File: src/rtl/image_pipe_pkg.sv
// -----------------------------------------------------------------------------
// image_pipe_pkg
// Shared types and constants for the image pipeline frame controller:
//   - state_t : controller FSM states
//   - cfg_t   : run-time configuration bundle (sobel threshold, gray method,
//               median bypass)
//   - reset defaults for the shadowed configuration
// -----------------------------------------------------------------------------
package image_pipe_pkg;

    typedef enum logic [1:0] {
        IDLE  = 2'd0,
        ARM   = 2'd1,
        RUN   = 2'd2,
        DRAIN = 2'd3
    } state_t;

    localparam logic METHOD_AVERAGE = 1'b0;
    localparam logic METHOD_WEIGHT  = 1'b1;

    localparam logic [7:0] DEF_THRESHOLD = 8'd128;
    localparam logic       DEF_METHOD    = METHOD_WEIGHT;
    localparam logic       DEF_BYPASS    = 1'b0;

    typedef struct packed {
        logic [7:0] threshold;
        logic       method;
        logic       bypass;
    } cfg_t;

    localparam cfg_t CFG_DEFAULT = '{
        threshold: DEF_THRESHOLD,
        method:    DEF_METHOD,
        bypass:    DEF_BYPASS
    };

endpackage

File: src/rtl/frame_geom_checker.sv
// -----------------------------------------------------------------------------
// frame_geom_checker
// Edge detection on source timing and the pipeline tail, plus frame geometry
// checking (pixels per line, lines per frame).
//
// Ports:
//   clk, rst_n              clock, asynchronous active-low reset
//   in_valid/hsync/vsync    source timing (active-high levels)
//   tail_vsync              vsync from the end of the pipeline
//   gate                    stream gate is open this cycle (pixels counted)
//   run                     controller is in RUN (line ends and check active)
//   clr                     restart counters (frame admitted this cycle)
//   err_clr                 clear sticky err_geom
//   vsync_rise, vsync_fall  combinational edge strobes of in_vsync
//   tail_fall               combinational falling-edge strobe of tail_vsync
//   err_geom                sticky geometry error
// -----------------------------------------------------------------------------
module frame_geom_checker #(
    parameter int H_ACTIVE = 640,
    parameter int V_ACTIVE = 480,
    parameter int CNT_W    = 12
) (
    input  logic clk,
    input  logic rst_n,
    input  logic in_valid,
    input  logic in_hsync,
    input  logic in_vsync,
    input  logic tail_vsync,
    input  logic gate,
    input  logic run,
    input  logic clr,
    input  logic err_clr,
    output logic vsync_rise,
    output logic vsync_fall,
    output logic tail_fall,
    output logic err_geom
);

    localparam logic [CNT_W-1:0] CNT_MAX = '1;
    localparam logic [CNT_W-1:0] H_EXP   = CNT_W'(H_ACTIVE);
    localparam logic [CNT_W-1:0] V_EXP   = CNT_W'(V_ACTIVE);

    logic             vsync_q;
    logic             hsync_q;
    logic             tail_q;
    logic [CNT_W-1:0] pix_cnt;
    logic [CNT_W-1:0] line_cnt;
    logic             line_bad;

    logic             hsync_fall;
    logic             pix_inc;
    logic             line_end;
    logic [CNT_W-1:0] line_cnt_eff;
    logic             line_bad_eff;
    logic             geom_bad;

    assign vsync_rise = in_vsync & ~vsync_q;
    assign vsync_fall = ~in_vsync & vsync_q;
    assign hsync_fall = ~in_hsync & hsync_q;
    assign tail_fall  = ~tail_vsync & tail_q;

    assign pix_inc  = gate & in_valid & in_hsync;
    assign line_end = run & hsync_fall;

    // A line ending in the same cycle as the frame must be folded into the
    // geometry check, so the check looks at the post-update line state.
    // NOTE: every always_comb output gets a default first so no path leaves it unassigned (no latch).
    always_comb begin
        line_cnt_eff = line_cnt;
        line_bad_eff = line_bad;
        if (line_end) begin
            if (line_cnt != CNT_MAX) begin
                line_cnt_eff = line_cnt + 1'b1;
            end
            if (pix_cnt != H_EXP) begin
                line_bad_eff = 1'b1;
            end
        end
        geom_bad = run & vsync_fall & ((line_cnt_eff != V_EXP) | line_bad_eff);
    end

    // NOTE: sequential state uses non-blocking <= so every register samples pre-edge values.
    always_ff @(posedge clk or negedge rst_n) begin
        if (!rst_n) begin
            vsync_q  <= 1'b0;
            hsync_q  <= 1'b0;
            tail_q   <= 1'b0;
            pix_cnt  <= '0;
            line_cnt <= '0;
            line_bad <= 1'b0;
            err_geom <= 1'b0;
        end else begin
            vsync_q <= in_vsync;
            hsync_q <= in_hsync;
            tail_q  <= tail_vsync;

            if (clr) begin
                pix_cnt  <= {{(CNT_W-1){1'b0}}, pix_inc};
                line_cnt <= '0;
                line_bad <= 1'b0;
            end else begin
                if (line_end) begin
                    pix_cnt <= '0;
                end else if (pix_inc && (pix_cnt != CNT_MAX)) begin
                    pix_cnt <= pix_cnt + 1'b1;
                end
                line_cnt <= line_cnt_eff;
                line_bad <= line_bad_eff;
            end

            // A new error wins over a simultaneous clear.
            if (geom_bad) begin
                err_geom <= 1'b1;
            end else if (err_clr) begin
                err_geom <= 1'b0;
            end
        end
    end

endmodule

File: src/rtl/image_pipe_ctrl.sv
// -----------------------------------------------------------------------------
// image_pipe_ctrl
// Frame-level controller in front of the rgb2gray -> median -> sobel chain.
// Opens and closes the pixel stream only on frame boundaries, shadows the
// run-time configuration so it only changes between frames, checks frame
// geometry and tracks drain of the pipeline tail after a stop.
//
// Ports:
//   clk, rst_n                          clock, asynchronous active-low reset
//   start, stop                         stream on at next frame / off after current
//   cfg_threshold, cfg_method, cfg_bypass   requested configuration
//   in_valid, in_hsync, in_vsync        source timing
//   tail_vsync                          sobel vsync from the pipeline end
//   pipe_valid, pipe_hsync, pipe_vsync  gated, registered timing into rgb2gray
//   act_threshold, act_method, act_bypass   shadowed configuration
//   busy                                controller not idle
//   frame_done                          1-cycle pulse per tail_vsync fall while busy
//   frame_cnt                           admitted frames (wrapping)
//   err_geom, err_timeout, err_clr      sticky errors and their clear
// -----------------------------------------------------------------------------
module image_pipe_ctrl
    import image_pipe_pkg::*;
#(
    parameter int H_ACTIVE      = 640,
    parameter int V_ACTIVE      = 480,
    parameter int CNT_W         = 12,
    parameter int FRM_W         = 16,
    parameter int DRAIN_TIMEOUT = 4096
) (
    input  logic             clk,
    input  logic             rst_n,
    input  logic             start,
    input  logic             stop,
    input  logic [7:0]       cfg_threshold,
    input  logic             cfg_method,
    input  logic             cfg_bypass,
    input  logic             in_valid,
    input  logic             in_hsync,
    input  logic             in_vsync,
    input  logic             tail_vsync,
    output logic             pipe_valid,
    output logic             pipe_hsync,
    output logic             pipe_vsync,
    output logic [7:0]       act_threshold,
    output logic             act_method,
    output logic             act_bypass,
    output logic             busy,
    output logic             frame_done,
    output logic [FRM_W-1:0] frame_cnt,
    output logic             err_geom,
    output logic             err_timeout,
    input  logic             err_clr
);

    localparam int                DRN_W      = $clog2(DRAIN_TIMEOUT + 1);
    localparam logic [DRN_W-1:0]  DRAIN_LAST = DRN_W'(DRAIN_TIMEOUT - 1);

    state_t           state;
    state_t           state_nxt;
    cfg_t             act_cfg;
    cfg_t             cfg_req;
    logic             stop_pend;
    logic [DRN_W-1:0] drain_cnt;

    logic gate;
    logic admit;
    logic frame_end;
    logic drain_exit;
    logic timeout_hit;
    logic vsync_rise;
    logic vsync_fall;
    logic tail_fall;

    assign cfg_req = '{threshold: cfg_threshold, method: cfg_method, bypass: cfg_bypass};

    frame_geom_checker #(
        .H_ACTIVE (H_ACTIVE),
        .V_ACTIVE (V_ACTIVE),
        .CNT_W    (CNT_W)
    ) u_geom (
        .clk        (clk),
        .rst_n      (rst_n),
        .in_valid   (in_valid),
        .in_hsync   (in_hsync),
        .in_vsync   (in_vsync),
        .tail_vsync (tail_vsync),
        .gate       (gate),
        .run        (state == RUN),
        .clr        (admit),
        .err_clr    (err_clr),
        .vsync_rise (vsync_rise),
        .vsync_fall (vsync_fall),
        .tail_fall  (tail_fall),
        .err_geom   (err_geom)
    );

    // Gate opens in the rise cycle itself and closes in the fall cycle, so
    // the registered pipe_vsync is an exact one-cycle-delayed whole frame.
    always_comb begin
        state_nxt   = state;
        gate        = 1'b0;
        admit       = 1'b0;
        frame_end   = 1'b0;
        drain_exit  = 1'b0;
        timeout_hit = 1'b0;
        case (state)
            IDLE: begin
                if (start && !stop) begin
                    state_nxt = ARM;
                end
            end
            ARM: begin
                if (stop) begin
                    state_nxt = IDLE;
                end else if (vsync_rise) begin
                    admit     = 1'b1;
                    gate      = 1'b1;
                    state_nxt = RUN;
                end
            end
            RUN: begin
                gate = ~vsync_fall;
                if (vsync_fall) begin
                    frame_end = 1'b1;
                    state_nxt = (stop_pend || stop) ? DRAIN : ARM;
                end
            end
            DRAIN: begin
                if (tail_fall) begin
                    drain_exit = 1'b1;
                    state_nxt  = IDLE;
                end else if (drain_cnt == DRAIN_LAST) begin
                    drain_exit  = 1'b1;
                    timeout_hit = 1'b1;
                    state_nxt   = IDLE;
                end
            end
            default: state_nxt = IDLE;
        endcase
    end

    always_ff @(posedge clk or negedge rst_n) begin
        if (!rst_n) begin
            state       <= IDLE;
            stop_pend   <= 1'b0;
            drain_cnt   <= '0;
            frame_cnt   <= '0;
            err_timeout <= 1'b0;
            frame_done  <= 1'b0;
            act_cfg     <= CFG_DEFAULT;
            pipe_valid  <= 1'b0;
            pipe_hsync  <= 1'b0;
            pipe_vsync  <= 1'b0;
        end else begin
            state <= state_nxt;

            if (drain_exit) begin
                stop_pend <= 1'b0;
            end else if ((state == RUN) && stop) begin
                stop_pend <= 1'b1;
            end

            // Counts cycles spent in DRAIN; held at zero everywhere else.
            if (state != DRAIN) begin
                drain_cnt <= '0;
            end else if (drain_cnt != DRAIN_LAST) begin
                drain_cnt <= drain_cnt + 1'b1;
            end

            if (frame_end) begin
                frame_cnt <= frame_cnt + 1'b1;
            end

            if (timeout_hit) begin
                err_timeout <= 1'b1;
            end else if (err_clr) begin
                err_timeout <= 1'b0;
            end

            frame_done <= tail_fall & (state != IDLE);

            if (admit) begin
                act_cfg <= cfg_req;
            end

            pipe_valid <= in_valid & gate;
            pipe_hsync <= in_hsync & gate;
            pipe_vsync <= in_vsync & gate;
        end
    end

    assign busy          = (state != IDLE);
    assign act_threshold = act_cfg.threshold;
    assign act_method    = act_cfg.method;
    assign act_bypass    = act_cfg.bypass;

endmodule

File: config.mk
export PLATFORM = sky130hd
export DESIGN_NAME = image_pipe_ctrl
export DESIGN_NICKNAME = d
export VERILOG_FILES = /design/src/rtl/image_pipe_pkg.sv /design/src/rtl/frame_geom_checker.sv /design/src/rtl/image_pipe_ctrl.sv
export SDC_FILE = /design/constraint.sdc
export NUM_CORES = 1
export LEC_CHECK = 0
export ABC_CLOCK_PERIOD_IN_PS = 2000
export CAP_MARGIN = 5
export CORE_UTILIZATION = 50
export CTS_CLUSTER_SIZE = 24
export DETAILED_ROUTE_END_ITERATION = 10
export HOLD_SLACK_MARGIN = 0.08
export PLACE_DENSITY_LB_ADDON = 0.1
export SYNTH_ARGS = -nofsm -noshare
export SYNTH_HDL_FRONTEND = slang
export SYNTH_SLANG_ARGS = --single-unit
File: constraint.sdc
create_clock -name clk -period 2 [get_ports clk]
set_clock_uncertainty 0.1 [all_clocks]
set_input_delay 0.4 -clock clk [delete_from_list [all_inputs] [get_ports clk]]
set_output_delay 0.4 -clock clk [all_outputs]
set_load 0.02 [all_outputs]
### After elaboration in Yosys (flattened, before gate mapping)

Cells that the tools add are included.

* output and inout bits: 33
* word-level logic and storage cells: 103
* register bits after elaboration: 76
* input port bits: 19

* reductions and logical operators: 13
* add/subtract/negate cells: 4
* multiplexer cells: 35
* bitwise gates (word level): 18
* eq/ne operators: 14

Operator list (count)
* 12-bit two-way mux: 6
* 13-bit two-way mux: 2
* 12-bit by 1-bit adder with 12-bit output (second input constant): 2
* 12-bit != test (second input constant): 2
* 1-bit two-way mux: 18
* 16-bit by 1-bit adder with 16-bit output (second input constant): 1
* 2-bit two-way mux: 7
* 13-bit by 1-bit adder with 13-bit output (second input constant): 1
* 13-bit by 12-bit equality test with 1-bit output (second input constant): 1
* 13-bit by 12-bit != test with 1-bit output (second input constant): 1
* 1-bit AND: 12
* 12-bit by 10-bit != test with 1-bit output (second input constant): 1
* 12-bit by 9-bit != test with 1-bit output (second input constant): 1
* 2-bit nonzero test: 5
* 2-bit case mux with 4 select lines: 1
* 2-bit != test (second input constant): 3
* 1-bit NOT: 5
* 2-bit equality test (second input constant): 2
* 4-bit AND reduction: 1
* 1-bit logical AND: 3
* 3-bit by 2-bit != test with 1-bit output (second input constant): 1
* 3-bit != test (second input constant): 1
* 3-bit nonzero test: 1
* 2-bit by 1-bit equality test with 1-bit output (second input constant): 1
* other kinds (5): 5

### Logic depth before layout (Yosys ltp)

* depth after elaboration: 11
* mapped depth: 10
* depth with buffers taken out: 8

### Cells and area by module

Synthesis repeated with hierarchy kept, for this count alone.

* cell total of the unflattened synthesis: 393
* area, all modules: 3882.5 µm²

Modules (own cells, without submodules)
* image_pipe_ctrl: cells each 207, area each 2189.6 µm², times used 1
* frame_geom_checker: cells each 186, area each 1692.9 µm², times used 1

### Worst setup path before layout

No wires, ideal clock.

* kind: reg2reg
* start point: register state[0]
* end point: register u_geom.err_geom
* clock period less this slack: 2.115 ns
* arrival: 1.872 ns
* buffers on the path: 2
* data required time: 1.757 ns
* setup slack: -0.115 ns
* cell stages (with the launch flop): 10
* cells stage by stage: dfrtp_1 -> inv_1 -> ha_1 -> buf_2 -> and3b_1 -> buf_2 -> o31ai_2 -> or3b_1 -> a211oi_1 -> a41oi_1

* word-level cells in the longest chain between the ends: 7

Ends and longest elaborated chain
* start: declaration: RTL line image_pipe_ctrl.sv:58 `state_t state;`
* start signal: assignment: RTL line image_pipe_ctrl.sv:155 `state <= state_nxt;`
* 2-bit equality test (*): RTL line image_pipe_ctrl.sv:88 `.run (state == RUN),`
* 1-bit AND: RTL line frame_geom_checker.sv:63 `assign line_end = run & hsync_fall;`
* 12-bit two-way mux: RTL line frame_geom_checker.sv:71 `if (line_end) begin`
* 12-bit by 9-bit != test with 1-bit output: RTL line frame_geom_checker.sv:79 `geom_bad = run & vsync_fall & ((line_cnt_eff != V_EXP) | line_bad_eff);`
* 1-bit bitwise OR: RTL line frame_geom_checker.sv:79
* 1-bit AND (*): RTL line frame_geom_checker.sv:79
* 1-bit two-way mux or 2-bit nonzero test (tied branches)
* end signal: assignment: RTL line frame_geom_checker.sv:91 `err_geom <= 1'b0;`
* end signal: assignment: RTL line frame_geom_checker.sv:113 `err_geom <= 1'b1;`
* end signal: assignment: RTL line frame_geom_checker.sv:115 `err_geom <= 1'b0;`
* end: declaration: RTL line frame_geom_checker.sv:36 `output logic err_geom`

Mark *: on every way between the ends. The rest lies on a longest branch, timed or not.
A chain may end at the register's enable or synchronous reset.

### Final worst setup path

* start point: register state[1]
* end point: register u_geom.pix_cnt[6]

* word-level cells in the longest chain between the ends: 6

Ends and longest elaborated chain
* 2-bit equality test or 2-bit by 1-bit equality test with 1-bit output (tied branches): RTL line image_pipe_ctrl.sv:88, image_pipe_ctrl.sv:106
* 1-bit case mux with 2 select lines: RTL line image_pipe_ctrl.sv:106 `case (state)`
* 1-bit AND (2 in series): RTL line frame_geom_checker.sv:62 `assign pix_inc = gate & in_valid & in_hsync;`
* 1-bit logical AND: RTL line frame_geom_checker.sv:104 `end else if (pix_inc && (pix_cnt != CNT_MAX)) begin`
* 3-bit nonzero test (no line)
* end signal: assignment: RTL line frame_geom_checker.sv:98 `pix_cnt <= {{(CNT_W-1){1'b0}}, pix_inc};`
* end signal: assignment: RTL line frame_geom_checker.sv:105 `pix_cnt <= pix_cnt + 1'b1;`
* end: declaration: RTL line frame_geom_checker.sv:46 `logic [CNT_W-1:0] pix_cnt;`

Several ways; a longest one is shown, not always the timed one.

==> results by group <==
CTS
  • Root Buffer: sky130_fd_sc_hd__clkbuf_8
  • # H-tree levels: 3
  • Sinks on Clock Net: 76
  • Buffer depth of the longest clock path: 2
  • CTS Buf Count: 9
  • Worst-path clk slew: 0.08 ns
  • Clock Latency Late Sink: 0.36 ns
  • CTS tree: done

Setup path
  • Highest-delay cell along the critical path: sky130_fd_sc_hd__dfrtp_1
  • Category of cells accounting for the largest share of critical-path delay: buffers and inverters
  • Buffers & Inverters on Critical Path: 5
  • Crit Path Category: flop to flop
  • Minimum setup slack among reg-to-reg paths: -0.05 ns
  • Worst endpoint required time: 2.13 ns
  • Nature of the critical path startpoint: flop
  • Reg2Reg Launch Point: state[1]
  • Cell mode on critical path: sky130_fd_sc_hd__buf_4
  • Worst-case reg-to-reg path depth: 10
  • Delay of the slowest critical-path stage: 0.39 ns
  • Origin of the worst setup path: state[1]
  • Reg-to-Reg End: u_geom.pix_cnt[6]
  • Worst Setup End Kind: flop
  • Arrival time worst endpoint: 2.18 ns
  • Chain of cells forming the critical path: buf_4, ha_4, inv_2, a21oi_4, o211ai_1, buf_4, buf_12, clkinvlp_4, a41oi_2, nor3_2
  • Critical-path maximum fanout: 6

Flow run
  • Number of max-capacitance violations reported: 0

Route
  • Final wirelength: 9440 um
  • DR vias/cell: 5.63
  • Initial detailed-routing violation count: 120
  • Post-detailed-route DRC marker count: 0
  • Routed WL per cell: 15.9 um
  • Residual antenna-violating net count after detailed routing: 0
  • Drt pass-1 iters: 4
  • Number of vias after detailed routing: 3,342

Synth
  • Share of synthesized flip-flops with an asynchronous set or reset: 1.00
  • Sequential share of the synthesized area: 0.492
  • Register bit total from synthesis: 76
  • Number of warnings issued by yosys: 0
  • Synth Instances: 372
  • Net count after synthesis: 400
  • Synthesized area divided by synthesized cell count: 10.4 um2
  • Post-synth design cell area: 3870 um2
  • Dominant synthesized flop cell: sky130_fd_sc_hd__dfrtp_1
  • Number of flops mapped to enable cells by yosys: 0
  • Synth unique cells: 57

Timing
  • Unrepaired setup endpoints after global routing: true
  • Setup violators final: 9
  • Hold Vio Cnt, Final: 0
  • Worst Setup Slack, final: -0.0475 ns
  • Worst slew margin relative to its limit: 0.664
  • Achievable clock frequency: 488 MHz
  • Slew at the pin closest to its max-slew limit: 0.505 ns
  • Setup TNS: -0.251 ns
  • Minimum clock period after layout: 2.05 ns
  • Final slew viol count: 0
  • Post-route clock period utilization: 1.02

Cells and area
  • Most frequent cells in the layout: 72 x sky130_fd_sc_hd__dfrtp_1, 64 x sky130_fd_sc_hd__buf_4, 46 x sky130_fd_sc_hd__clkdlybuf4s50_1, 24 x sky130_fd_sc_hd__nor2_1, 23 x sky130_fd_sc_hd__nand3_1
  • Area grow syn2layout: 41.5%
  • Number of nets in the layout: 519
  • Most common cell after layout, fill and taps aside: sky130_fd_sc_hd__dfrtp_1
  • Fraction of layout instances using a drive strength above 1: 0.311
  • Area of all placed cells without fillers: 5470 um2
  • Antenna Diode Count: 0
  • Final Util: 0.743

Place
  • Instance area at placement: 4890 um2
  • Global placement routability congestion: 0.851
  • Placed wire-length estimate after detailed placement: 6050 um
  • Port bufs: 51
  • Post-Place Setup Slack: -0.349 ns

Floorplan
  • Placement row count: 31
  • Die boundary height: 90.0 um
  • Overall die width: 90.0 um
  • Initial standard-cell utilization of the core: 0.525
  • I/O pin count: 52
  • Core ar.: 7370 um2
  • Full die area: 8090 um2

GRT
  • Initial antenna violation count: 0
  • Via count of the first global-routing pass: 3,328
  • Overflow left after global routing: 0
  • Maximum number of pins on one net before global-route repair: 37
  • Global-route total usage across every layer: 0.237
  • First-pass GRT wire length: 15,400 um

Worst hold path
  • Class of the tightest hold or removal check: flop to flop
  • Source of the worst hold timing path: frame_cnt[15]
  • Cells on Worst Hold Path: 1
  • Worst hold endpoint: frame_cnt[15]

Status
  • Violations in the final reports: negative setup slack
  • Status: complete, but fails checks

Power
  • Leakage dissipation: 2.38 nW
  • Power per cell area: 859 nW/um2
  • Worst ir drop on vdd: 0.000673 V
  • Design Power: 0.00470 W
per-stage QoR:
stage,hold WS (ns),std cells
6_report,0.392,594
5_1_grt,0.388,594
4_1_cts,0.397,585
3_5_place_dp,0.291,566
3_3_place_gp,0.293,566
2_1_floorplan,0.00441,372
flip-flops by register name, indices dropped and copies added, names as in the netlist, 2 cells and up:
signal and flops:
act_threshold 8, u_geom.pix_cnt 12, state 2, u_geom.line_cnt 12
drain_cnt 13, frame_cnt 16
power breakdown:
group / internal [W] / switching, W / leakage, nW
clock network: 0.000692 / 0.000581 / 0.102
logic: 0.000777 / 0.000723 / 1.26
registers: 0.00177 / 0.000159 / 1.02
layout make-up:
type                    count  area (um2)
clock buffers              10         128
clock inverters             5        77.6
fillers                   502        1900
inverters                  11        45.0
multi-input cells         272        2110
flip-flops and latches     76        1910
well taps                  99         124
repair buffers            121        1090
how the worst max path moves through the flow:
stage,end,depth (start not counted)
after detailed placement,u_geom.pix_cnt[10],8
final,u_geom.pix_cnt[6],10
after CTS,u_geom.err_geom,8
after global placement,u_geom.pix_cnt[10],8
after global routing,u_geom.pix_cnt[6],10
after floorplan,u_geom.err_geom,9
Yosys cell counts (all sizes together), types with 3 or more instances:
| master | number | share of area |
|---|---|---|
| dfrtp | 74 | 0.48 |
| nor2 | 27 | 0.026 |
| nand3 | 25 | 0.034 |
| nand2 | 21 | 0.021 |
| xnor2 | 20 | 0.045 |
| a21oi | 17 | 0.023 |
| nand4 | 13 | 0.021 |
| and2 | 12 | 0.019 |
| inv | 11 | 0.011 |
| mux2 | 11 | 0.032 |
| buf | 10 | 0.015 |
| o21ai | 10 | 0.014 |
| and3 | 9 | 0.015 |
| ha | 9 | 0.029 |
| nor3 | 9 | 0.012 |
| or4 | 8 | 0.016 |
| mux2i | 7 | 0.018 |
| o31ai | 7 | 0.015 |
| xor2 | 7 | 0.016 |
| and4 | 6 | 0.014 |
| nor2b | 6 | 0.0097 |
| or3 | 5 | 0.0081 |
| a41oi | 4 | 0.0091 |
| a31oi | 3 | 0.0049 |
| and3b | 3 | 0.0068 |
| clkbuf | 3 | 0.0029 |
| nand2b | 3 | 0.0049 |
| nor4b | 3 | 0.0068 |
| o211ai | 3 | 0.0058 |
kinds of logic after synthesis:
family / count (synthesis) / synth area share
AO/OA/AOI/OAI: 60 / 0.108
XOR/XNOR: 27 / 0.0611
adder cells (fa/ha/maj): 9 / 0.0291
buffers and inverters: 24 / 0.0288
flip-flops: 76 / 0.492
multiplexers: 18 / 0.0501
AND/OR/NAND/NOR: 158 / 0.231
worst reg2reg max path, stage by stage, from the launching register on:
cell and delay (ns):
sky130_fd_sc_hd__dfrtp_1 0.39, sky130_fd_sc_hd__buf_4 0.15, sky130_fd_sc_hd__ha_4 0.18, sky130_fd_sc_hd__inv_2 0.08, sky130_fd_sc_hd__a21oi_4 0.06, sky130_fd_sc_hd__o211ai_1 0.28, sky130_fd_sc_hd__buf_4 0.22, sky130_fd_sc_hd__buf_12 0.13
sky130_fd_sc_hd__clkinvlp_4 0.13, sky130_fd_sc_hd__a41oi_2 0.16, sky130_fd_sc_hd__nor3_2 0.05
layer usage:
metal / global-route usage / part of all wire / up-vias
li1: - / - / 1590
met1: 0.308 / 0.44 / 1662
met2: 0.392 / 0.51 / 79
met3: 0.0525 / 0.038 / 11
met4: 0.0847 / 0.015 / 0
met5: 0 / 0 / -
timing repair:
item	in CTS	in global routing
gates resized for setup	10	56
buffers inserted	3	8
cloned	0	1
setup endpoints to repair	22	30
pin swaps	6	25
hold buffers	1	0
hold endpoints to repair	34	0
(Power assumes the default switching activity.)
